--- src/rtl/io_input.sv ---
// Board-input conditioner: two-flop synchronisers plus per-bit debounce for slide switches
// and push keys, with registered one-cycle press/release pulses for the keys.
module io_input #(
    parameter int NUM_SW          = 10,
    parameter int NUM_KEY         = 4,
    parameter int KEY_ACTIVE_LOW  = 1,
    parameter int DEBOUNCE_CYCLES = 500000,
    parameter int CNT_W           = 20
) (
    input  logic               clk,
    input  logic               rst,
    input  logic [NUM_SW-1:0]  sw_in,
    input  logic [NUM_KEY-1:0] key_in,
    output logic [NUM_SW-1:0]  sw_out,
    output logic [NUM_KEY-1:0] key_level,
    output logic [NUM_KEY-1:0] key_press,
    output logic [NUM_KEY-1:0] key_release
);

    localparam int NB = NUM_SW + NUM_KEY;
    localparam logic [NUM_KEY-1:0] KEY_IDLE = (KEY_ACTIVE_LOW != 0) ? {NUM_KEY{1'b1}} : {NUM_KEY{1'b0}};
    localparam logic [CNT_W-1:0] CNT_LAST = CNT_W'(DEBOUNCE_CYCLES - 1);
    localparam logic [CNT_W-1:0] CNT_ONE  = CNT_W'(1);

    logic [NUM_SW-1:0]  sw_meta_q, sw_sync_q;
    logic [NUM_KEY-1:0] key_meta_q, key_sync_q;
    logic [NUM_KEY-1:0] key_sync_act;
    logic [NB-1:0]      sync_s;

    logic [NB-1:0]      stable_q, stable_d;
    logic [CNT_W-1:0]   cnt_q [NB];
    logic [CNT_W-1:0]   cnt_d [NB];
    logic [NUM_KEY-1:0] press_q, press_d;
    logic [NUM_KEY-1:0] release_q, release_d;

    // Key synchronisers reset to the pad's released level so reset release never looks like a press.
    always_ff @(posedge clk or posedge rst) begin
        if (rst) begin
            sw_meta_q  <= '0;
            sw_sync_q  <= '0;
            key_meta_q <= KEY_IDLE;
            key_sync_q <= KEY_IDLE;
        end else begin
            sw_meta_q  <= sw_in;
            sw_sync_q  <= sw_meta_q;
            key_meta_q <= key_in;
            key_sync_q <= key_meta_q;
        end
    end

    assign key_sync_act = (KEY_ACTIVE_LOW != 0) ? ~key_sync_q : key_sync_q;
    assign sync_s       = {key_sync_act, sw_sync_q};

    always_comb begin
        stable_d = stable_q;
        for (int i = 0; i < NB; i++) begin
            cnt_d[i] = '0;
            if (sync_s[i] != stable_q[i]) begin
                if (cnt_q[i] == CNT_LAST) begin
                    stable_d[i] = sync_s[i];
                end else begin
                    cnt_d[i] = cnt_q[i] + CNT_ONE;
                end
            end
        end
        // Pulses are registered alongside the level, so they coincide with its first new cycle.
        press_d   =  stable_d[NB-1:NUM_SW] & ~stable_q[NB-1:NUM_SW];
        release_d = ~stable_d[NB-1:NUM_SW] &  stable_q[NB-1:NUM_SW];
    end

    always_ff @(posedge clk or posedge rst) begin
        if (rst) begin
            stable_q  <= '0;
            press_q   <= '0;
            release_q <= '0;
            for (int i = 0; i < NB; i++) begin
                cnt_q[i] <= '0;
            end
        end else begin
            stable_q  <= stable_d;
            press_q   <= press_d;
            release_q <= release_d;
            for (int i = 0; i < NB; i++) begin
                cnt_q[i] <= cnt_d[i];
            end
        end
    end

    assign sw_out      = stable_q[NUM_SW-1:0];
    assign key_level   = stable_q[NB-1:NUM_SW];
    assign key_press   = press_q;
    assign key_release = release_q;

endmodule
--- config.mk ---
export PLATFORM = sky130hd
export DESIGN_NAME = io_input
export DESIGN_NICKNAME = d
export VERILOG_FILES = /design/src/rtl/io_input.sv
export SDC_FILE = /design/constraint.sdc
export NUM_CORES = 1
export LEC_CHECK = 0
export ABC_AREA = 1
export CORE_AREA = 8 8 238 240
export CTS_CLUSTER_SIZE = 10
export DETAILED_ROUTE_END_ITERATION = 10
export DIE_AREA = 0 0 246 248
export HOLD_SLACK_MARGIN = 0.15
export SETUP_SLACK_MARGIN = 0.5
export SYNTH_ARGS = -nofsm -noshare
export SYNTH_HDL_FRONTEND = slang
export SYNTH_SLANG_ARGS = --single-unit
--- constraint.sdc ---
create_clock -name clk -period 18.72 [get_ports clk]
set_input_delay 3.744 -clock clk [delete_from_list [all_inputs] [get_ports clk]]
set_output_delay 3.744 -clock clk [all_outputs]
set_load 0.01 [all_outputs]
* After elaboration in Yosys (flattened, before gate mapping)
Cells that the tools add are included.
** Storage, ports and cells
- Input bits :: 16
- Register bits after elaboration :: 330
- Word-level logic and storage cells :: 124
- Output and inout bits :: 22
** Cells by class
- Reduce and logical (&&, ||, !) cells :: 10
- Equality and inequality tests :: 28
- Add/subtract/negate cells :: 14
- Mux-type cells :: 36
- Bitwise operators :: 5
** Operator list (count)
- 20-bit two-way mux :: 28
- 20-bit by 1-bit adder with 20-bit output, second input constant :: 14
- 20-bit by 19-bit equality test with 1-bit output, second input constant :: 14
- 2-bit AND reduction :: 10
- 1-bit inequality test :: 14
- 4-bit NOT :: 3
- 4-bit AND :: 2
- 1-bit two-way mux :: 8

* Depth between registers and ports, before layout
Gate-level depths: netlist (run 1).
- Depth in word-level cells :: 5
- Mapped depth :: 9

* Least setup slack after synthesis (run 1)
Ideal clock, no wire load.
- Path kind :: reg-to-output
- Start :: register stable_q[10]
- End :: output port key_level[0]
- Arrival :: 411 ps
- Path slack :: 14565 ps
- Path buffers :: 0
- Stages on the path, launching flop included :: 1
- Data required time :: 14976 ps
- Cell sequence :: dfrtp_1
** RTL lines
- from (decl) :: line 30 : logic [NB-1:0] stable_q, stable_d;
- from (signal assigned) :: line 80 : stable_q <= stable_d;
- to (decl) :: line 15 : output logic [NUM_KEY-1:0] key_level,
No word-level cell between the ends.

* Worst setup path after layout (run 1)
- Start :: register stable_q[12]
- End :: output port key_level[2]
No word-level cell between the ends.

==> impl_metrics.tcl, run 1 <==
set metrics [dict create \
    p_leak_nw 8.64 \
    whs_ns 0.345 \
    clk_pin_slew_ns 0.05 \
    die_area_mm2 0.0610 \
    grt_max_degree 125 \
    layout_commonest_cell "nor2_1" \
    arrival_ns 1.53 \
    tightest_slew_ns 0.928 \
    route.vias.total 15100 \
    hpwl_mm 28.4 \
    crit_chain "clkdlybuf4s50_1" \
    clockBufferDepth 3 \
    finalHoldViolCount 0 \
    slew_viol_final 0 \
    crit_type "flip-flop to primary output" \
    core_area_mm2 0.0531 \
    cts_tree "yes" \
    ctsResizeCount 0 \
    synth.distinct_cells 33 \
    placedCellCount 3138 \
    cp_top_family "buffers and inverters" \
    cap_violations 0 \
    async_reset_ff_share_pct 100 \
    io_pins 38 \
    postCtsSetupBuffers 0 \
    dieHeight_um 248 \
    post-route-drc-count 0 \
    final_util_pct 39.1 \
    yosys_most_used_dff "dfrtp_1" \
    crit_slowest_cell "clkdlybuf4s50_1" \
    grt_pass1_vias 14900 \
    viasPerCell 4.69 \
    cts-root-buf "clkbuf_16" \
    cts_max_level 2 \
    detail_route.iter0.violations 879 \
    critPathBufInv 1 \
    place.gp.congestion 0.889 \
    clock_sinks 330 \
    maxSlewHeadroom_pct 38.1 \
    path_max_fanout 5 \
    yosys.area.top_type "dfrtp_1" \
    nFillCells 5398 \
    final_cell_mix "nor2_1, nand2_1, dfrtp_1" \
    layout.nets 2516 \
    holdBufCountCts 0 \
    port_buffers 37 \
    final_cells 3213 \
    routed_wl_mm 39.5 \
    insertion_delay_ns 0.55 \
    drive_gt1_share_pct 8.70 \
    start_kind "flip-flop" \
    final_antenna_net_count 0 \
    setup_viol 0 \
    die_w_um 246 \
    p_total_mw 1.55 \
    cp-end-kind "primary output" \
    rsz0062_at_grt "false" \
    synth.area.top_cells "dfrtp_1, nor2_1, nand2_1" \
    ys_seq_area_share_pct 45.3 \
    areaGrowthSynthToFinish_pct 13.8 \
    fmax_mhz 189 \
    synth_top_area_share_pct 44.2 \
    synth_fp_nets 2445 \
    track_usage_pct 13.3 \
    initial_core_util_pct 34.4 \
    wl_per_cell_um 12.3 \
    synth_edf_count 0 \
    hold_path_class "flip-flop to flip-flop" \
    skew_ns 0.0197 \
    netlist_instances 2415 \
    ir_drop_v 0.0000551 \
    overflow 0 \
    syn_avg_cell_area_um2 7.56 \
    outcome "finished, final reports clean" \
    first_pass_iters 7 \
    antenna_found_initial 0 \
    yosys_warnings 0 \
    slowest_delay_ns 0.57 \
    power.density_mw_per_mm2 74.4 \
    numCtsBuffers 42 \
    synth_area_mm2 0.0182 \
    synth_seq_cells 330 \
    tns_ns 0 \
    min_period_over_period_pct 28.2 \
    critPathRequiredTime_ns 14.98 \
    fin_crit_ns 5.28 \
    grt_pass1_wl_mm 70.2 \
    rows 85 \
    num_antenna_cells 0 \
]
## report_power, final
group          leakage (nW)  internal (mW)  switching, mW
clock network         0.640          0.468          0.299
logic                  3.50         0.0121         0.0338
registers              4.50          0.725        0.00853
## cell usage after synthesis, types with 4 or more instances
cell and count:
dfrtp_1 322, o21ai_1 24, xor2_1 91, nand2_2 40
nor2_4 35, inv_2 7, nand3_1 246, nand4_1 50
nor3b_1 17, buf_2 8, inv_1 283, nor3b_2 10
clkbuf_1 6, nor3_1 37, and2_0 4, o21a_1 10
nand3b_1 8, xnor2_1 27, nor3_2 5, dfstp_2 8
nor2_2 39, a21oi_1 15, nand3_2 10, o21ai_0 37
o21bai_1 7, nor2_1 580, nand2_1 465, ha_1 14
## layout make-up
| type | count | area (um2) | share of cell area [%] |
|---|---|---|---|
| Timing Repair Buffer | 41 | 400 | 1.93 |
| Tap cell | 696 | 871 | 4.19 |
| Sequential cell | 330 | 8270 | 39.8 |
| Clock inverter | 5 | 53.8 | 0.259 |
| Inverter | 290 | 1100 | 5.28 |
| Clock buffer | 70 | 1260 | 6.05 |
| Multi-Input combinational cell | 1781 | 8830 | 42.5 |
## flip-flops by register name (all words and copies together) (netlist names)
name / cells
key_sync_q: 4
stable_q: 14
sw_meta_q: 10
cnt_q: 280
key_meta_q: 4
sw_sync_q: 10
key_press: 4
key_release: 4
## kinds of logic (layout without fill, tap and decap cells)
logic type | count (synthesis) | after routing | synth area share (%)
compound gates | 98 | 98 | 3.02
xor+xnor | 118 | 118 | 5.66
fa+ha+maj | 14 | 14 | 0.960
buf+inv | 304 | 406 | 6.31
flops | 330 | 330 | 45.3
simple gates | 1551 | 1551 | 38.7
## per-stage QoR
stage | worst slack, ns | cell area, um2
detailed placement | 12.71 | 19500
CTS | 13.31 | 20800
finish | 13.44 | 20800
global placement | 12.73 | 19500
global route | 13.04 | 20800
floorplan | 5.85 | 18200
## layer usage
| metal | global-route usage (%) | share of wire, % |
|---|---|---|
| met1 | 17.3 | 47 |
| met2 | 22.4 | 47 |
| met3 | 2.06 | 3.5 |
| met4 | 4.74 | 2.7 |
| met5 | 0 | 0 |
## final timing paths
kind                                from      endpoint  slack, ns  cells past startpoint
max                         stable_q[12]  key_level[2]      13.44                      1
min                         sw_meta_q[2]  sw_sync_q[2]       0.35                      0
max reg2reg                key_sync_q[3]      cnt_q[1]      16.66                      5
min reg2reg                 sw_meta_q[2]  sw_sync_q[2]       0.35                      0
max in group asynchronous            rst  sw_meta_q[3]      13.45                      3
min in group asynchronous            rst    cnt_q[231]       3.79                      2
No activity file was read; power rests on OpenSTA's default activity.
==> inputs of run 2 (changes only) <==
==> constraint.sdc (replaced) <==
create_clock -name clk -period 4.9 [get_ports clk]
set_input_delay 0.98 -clock clk [delete_from_list [all_inputs] [get_ports clk]]
set_output_delay 0.98 -clock clk [all_outputs]
set_load 0.01 [all_outputs]
==> impl_metrics.tcl, run 2 (synthesis results as in run 1) <==
set metrics [dict create \
    start_kind "flip-flop" \
    routed_wl_mm 39.5 \
    final_util_pct 39.3 \
    slew_viol_final 0 \
    clockBufferDepth 3 \
    cp_top_family "buffers and inverters" \
    io_pins 38 \
    hold_path_class "flip-flop to flip-flop" \
    port_buffers 37 \
    p_total_mw 5.93 \
    place.gp.congestion 0.902 \
    die_w_um 246 \
    drive_gt1_share_pct 8.80 \
    dieHeight_um 248 \
    fmax_mhz 392 \
    initial_core_util_pct 34.4 \
    track_usage_pct 13.1 \
    detail_route.iter0.violations 1099 \
    largest_reg_flops 280 \
    tightest_slew_ns 1.11 \
    fin_crit_ns 2.55 \
    postCtsSetupBuffers 0 \
    r2r_start "stable_q[7]" \
    endpoint "sw_out[7]" \
    r2r_slack_ns 2.86 \
    top_register "cnt_q" \
    critPathRequiredTime_ns 3.92 \
    clock_power_share_pct 49.7 \
    worstHoldPathCells 0 \
    r2r-end "cnt_q[120]" \
    cp_num_cells 1 \
    arrival_ns 1.57 \
    crit_slowest_cell "clkdlybuf4s50_1" \
    cts_max_level 2 \
    rsz0062_at_grt "false" \
    setup_viol 0 \
    wl_per_cell_um 12.3 \
    cap_violations 0 \
    clock_sinks 330 \
    overflow 0 \
    p_sw_mw 1.30 \
    grt_max_degree 102 \
    internal_power_mw 4.64 \
    rr_worst_depth 4 \
    numCtsBuffers 42 \
    final_antenna_net_count 0 \
    p_comb_share_pct 3.0 \
    ir_drop_v 0.000179 \
    ctsResizeCount 0 \
    num_antenna_cells 0 \
    holdBufCountCts 0 \
    outcome "finished, final reports clean" \
    skew_ns 0.0163 \
    sw_frac_of_total_pct 21.8 \
    layout.nets 2518 \
    slowest_delay_ns 0.58 \
    crit_type "flip-flop to primary output" \
    layout_commonest_cell "nor2_1" \
    maxSlewHeadroom_pct 25.4 \
    p_leak_nw 8.67 \
    path_max_fanout 3 \
    first_pass_iters 5 \
    critPathBufInv 1 \
    power.density_mw_per_mm2 285 \
    hpwl_mm 28.4 \
    nFillCells 5425 \
    clk_pin_slew_ns 0.06 \
    route.vias.total 15200 \
    post-route-drc-count 0 \
    cp-end-kind "primary output" \
    die_area_mm2 0.0610 \
    grt_pass1_vias 14700 \
    rows 85 \
    insertion_delay_ns 0.56 \
    finalHoldViolCount 0 \
    final_cell_mix "nor2_1, nand2_1, dfrtp_1" \
    top_regs "cnt_q: 280 flops, stable_q: 14 flops" \
    timing.critical_path.from "stable_q[7]" \
    cts_tree "yes" \
    antenna_found_initial 0 \
    sequentialPowerShare_pct 47.2 \
    grt_pass1_wl_mm 68.9 \
    whs_ns 0.339 \
    viasPerCell 4.73 \
    areaGrowthSynthToFinish_pct 14.2 \
    crit_chain "clkdlybuf4s50_1" \
    core_area_mm2 0.0531 \
    min_period_over_period_pct 52.1 \
    cts-root-buf "clkbuf_16" \
]
## run 2: cell types whose count changed in the layout (fill, tap and decap cells not counted), sizes merged
cell	change
inv	-2
buf	+2
clkinvlp	+1
clkbuf	-6
## run 2: metrics by stage
step | TNS [ns] | instances | setup slack, ns | instance area [um2]
global placement | 0 | 3140 | 2.46 | 19500
global route | 0 | 3208 | 2.26 | 20800
CTS | 0 | 3208 | 2.31 | 20800
detailed placement | 0 | 3140 | 2.44 | 19500
floorplan | -154.60 | 2415 | -0.480 | 18300
finish | 0 | 3208 | 2.35 | 20800
## run 2: how the worst min path moves through the flow
stage          slack, ns    startpoint      endpoint
3_3_place_gp        0.33  sw_meta_q[0]  sw_sync_q[0]
6_report            0.34  sw_meta_q[2]  sw_sync_q[2]
2_1_floorplan       0.33  sw_meta_q[0]  sw_sync_q[0]
5_1_grt             0.35  sw_meta_q[2]  sw_sync_q[2]
4_1_cts             0.34  sw_meta_q[2]  sw_sync_q[2]
3_5_place_dp        0.33  sw_meta_q[2]  sw_sync_q[2]
## run 2: routing by layer
metal	vias up	part of all wire [%]	global-route usage [%]
met5	-	0	0
met1	7119	48	17.4
met4	0	2.2	4.60
met2	254	45	21.3
li1	7751	-	-
met3	56	4.1	2.19
## run 2: area by class of cell
cell class                 instances  area, um2  share of cell area, %
timing repair buffer              43        465                   2.23
multi-input combinational       1781       8830                   42.4
inverter                         290       1090                   5.24
sequential                       330       8270                   39.7
clock buffer                      64       1270                   6.08
clock inverter                     4       48.8                  0.234
tap                              696        871                   4.18
## run 2: power groups by stage
stage	combinational (mW)	clock, mW	sequential [mW]
3_5_place_dp	0.189	0	2.85
5_1_grt	0.214	3.18	2.81
2_1_floorplan	0.127	0	2.84
6_report	0.180	2.95	2.80
3_3_place_gp	0.184	0	2.85
4_1_cts	0.189	3.08	2.80
==> inputs of run 3 (changes only) <==
==> constraint.sdc (replaced) <==
create_clock -name clk -period 2.3 [get_ports clk]
set_input_delay 0.46 -clock clk [delete_from_list [all_inputs] [get_ports clk]]
set_output_delay 0.46 -clock clk [all_outputs]
set_load 0.01 [all_outputs]
==> impl_metrics.tcl, run 3 (synthesis results as in run 1) <==
set metrics [dict create \
    nFillCells 5338 \
    clk_pin_slew_ns 0.05 \
    first_pass_iters 5 \
    route.vias.total 15200 \
    fin_crit_ns 1.73 \
    clock_sinks 330 \
    final_antenna_net_count 0 \
    grt_max_degree 52 \
    path_max_fanout 5 \
    min_period_over_period_pct 75.3 \
    die_area_mm2 0.0610 \
    crit_chain "dlygate4sd2_1" \
    slowest_delay_ns 0.41 \
    slew_viol_final 0 \
    rows 85 \
    stdcell_area_mm2 0.0210 \
    cts-root-buf "clkbuf_16" \
    final_cell_mix "nor2_1, nand2_1, dfrtp_1" \
    power.density_mw_per_mm2 608 \
    setup_viol 0 \
    grt_pass1_vias 15200 \
    core_area_mm2 0.0531 \
    clockBufferDepth 3 \
    grt_pass1_wl_mm 70.1 \
    io_pins 38 \
    post-route-drc-count 0 \
    die_w_um 246 \
    seq_area_mm2 0.00827 \
    p_leak_nw 8.85 \
    tns_ns 0 \
    detail_route.iter0.violations 980 \
    rsz0062_at_grt "false" \
    routed_wl_mm 39.2 \
    port_buffers 37 \
    wl_per_cell_um 12.2 \
    fmax_mhz 577 \
    postCtsSetupBuffers 0 \
    cp_top_family "flip-flops" \
    skew_ns 0.0188 \
    multi_input_area_mm2 0.00883 \
    finalHoldViolCount 0 \
    areaGrowthSynthToFinish_pct 14.9 \
    r2r-end "cnt_q[278]" \
    num_antenna_cells 0 \
    overflow 0 \
    p_total_mw 12.8 \
    top_regs "cnt_q: 280 flops, stable_q: 14 flops" \
    r2r_slack_ns 0.70 \
    rr_worst_depth 6 \
    layout.nets 2528 \
    insertion_delay_ns 0.56 \
    top_register "cnt_q" \
    maxSlewHeadroom_pct 68.2 \
    postPlaceCellArea_mm2 0.0196 \
    dieHeight_um 248 \
    timing.final.ws_setup_ns 0.568 \
    cap_violations 0 \
    viasPerCell 4.73 \
    hold_path_class "input port to async pin" \
    place.gp.congestion 0.892 \
    antenna_found_initial 0 \
    cts_tree "yes" \
    cts_max_level 2 \
    track_usage_pct 13.3 \
    ir_drop_v 0.000529 \
    outcome "finished, final reports clean" \
    tightest_slew_ns 0.475 \
    crit_type "flip-flop to primary output" \
    pre_cts_slack_ns 0.694 \
    r2r_start "cnt_q[260]" \
    largest_reg_flops 280 \
    arrival_ns 1.27 \
    hpwl_mm 28.9 \
    layout_commonest_cell "nor2_1" \
    cp-end-kind "primary output" \
    critPathBufInv 1 \
    drive_gt1_share_pct 9.26 \
    crit_slowest_cell "dfrtp_1" \
    timing.critical_path.from "stable_q[13]" \
    numCtsBuffers 43 \
    whs_ns 0.303 \
    critPathRequiredTime_ns 1.84 \
    start_kind "flip-flop" \
    initial_core_util_pct 34.4 \
]
run 3: worst max path at each step:
stage / to / slack, ns / cells after the start
6_report: key_level[3] / 0.57 / 1
5_1_grt: sw_out[9] / 0.51 / 1
4_1_cts: sw_out[7] / 0.27 / 1
3_5_place_dp: cnt_q[265] / 0.69 / 6
3_3_place_gp: cnt_q[265] / 0.74 / 6
2_1_floorplan: cnt_q[0] / -2.56 / 1
run 3: area by class of cell:
class	count	share of cell area [%]
Sequential cell	330	39.4
Clock buffer	66	5.93
Timing Repair Buffer	52	2.67
Tap cell	696	4.15
Clock inverter	8	0.531
Multi-Input combinational cell	1781	42.1
Inverter	290	5.21
run 3: layer usage:
| layer | track usage, % | vias to the layer above | wire length (um) |
|---|---|---|---|
| li1 | - | 7784 | - |
| met1 | 17.4 | 7104 | 18500 |
| met2 | 22.0 | 282 | 18000 |
| met3 | 2.10 | 74 | 1640 |
| met4 | 4.95 | 0 | 1060 |
| met5 | 0 | - | 0 |
run 3: per-stage QoR:
step	util, %	cells
global placement	37.0	3149
floorplan	-	2415
finish	39.5	3223
detailed placement	37.0	3149
global route	39.5	3223
CTS	39.5	3223
run 3: power by group:
| group | switching [mW] | total [mW] | leakage, nW | internal, mW |
|---|---|---|---|---|
| Combinational | 0.279 | 0.407 | 3.69 | 0.128 |
| Sequential | 0.0688 | 5.97 | 4.50 | 5.90 |
| Clock | 2.44 | 6.37 | 0.656 | 3.93 |
run 3: what timing repair did:
item,in CTS,in global routing
endpoints found under the setup margin,22,5
resized for setup,22,6
hold buffers,0,0
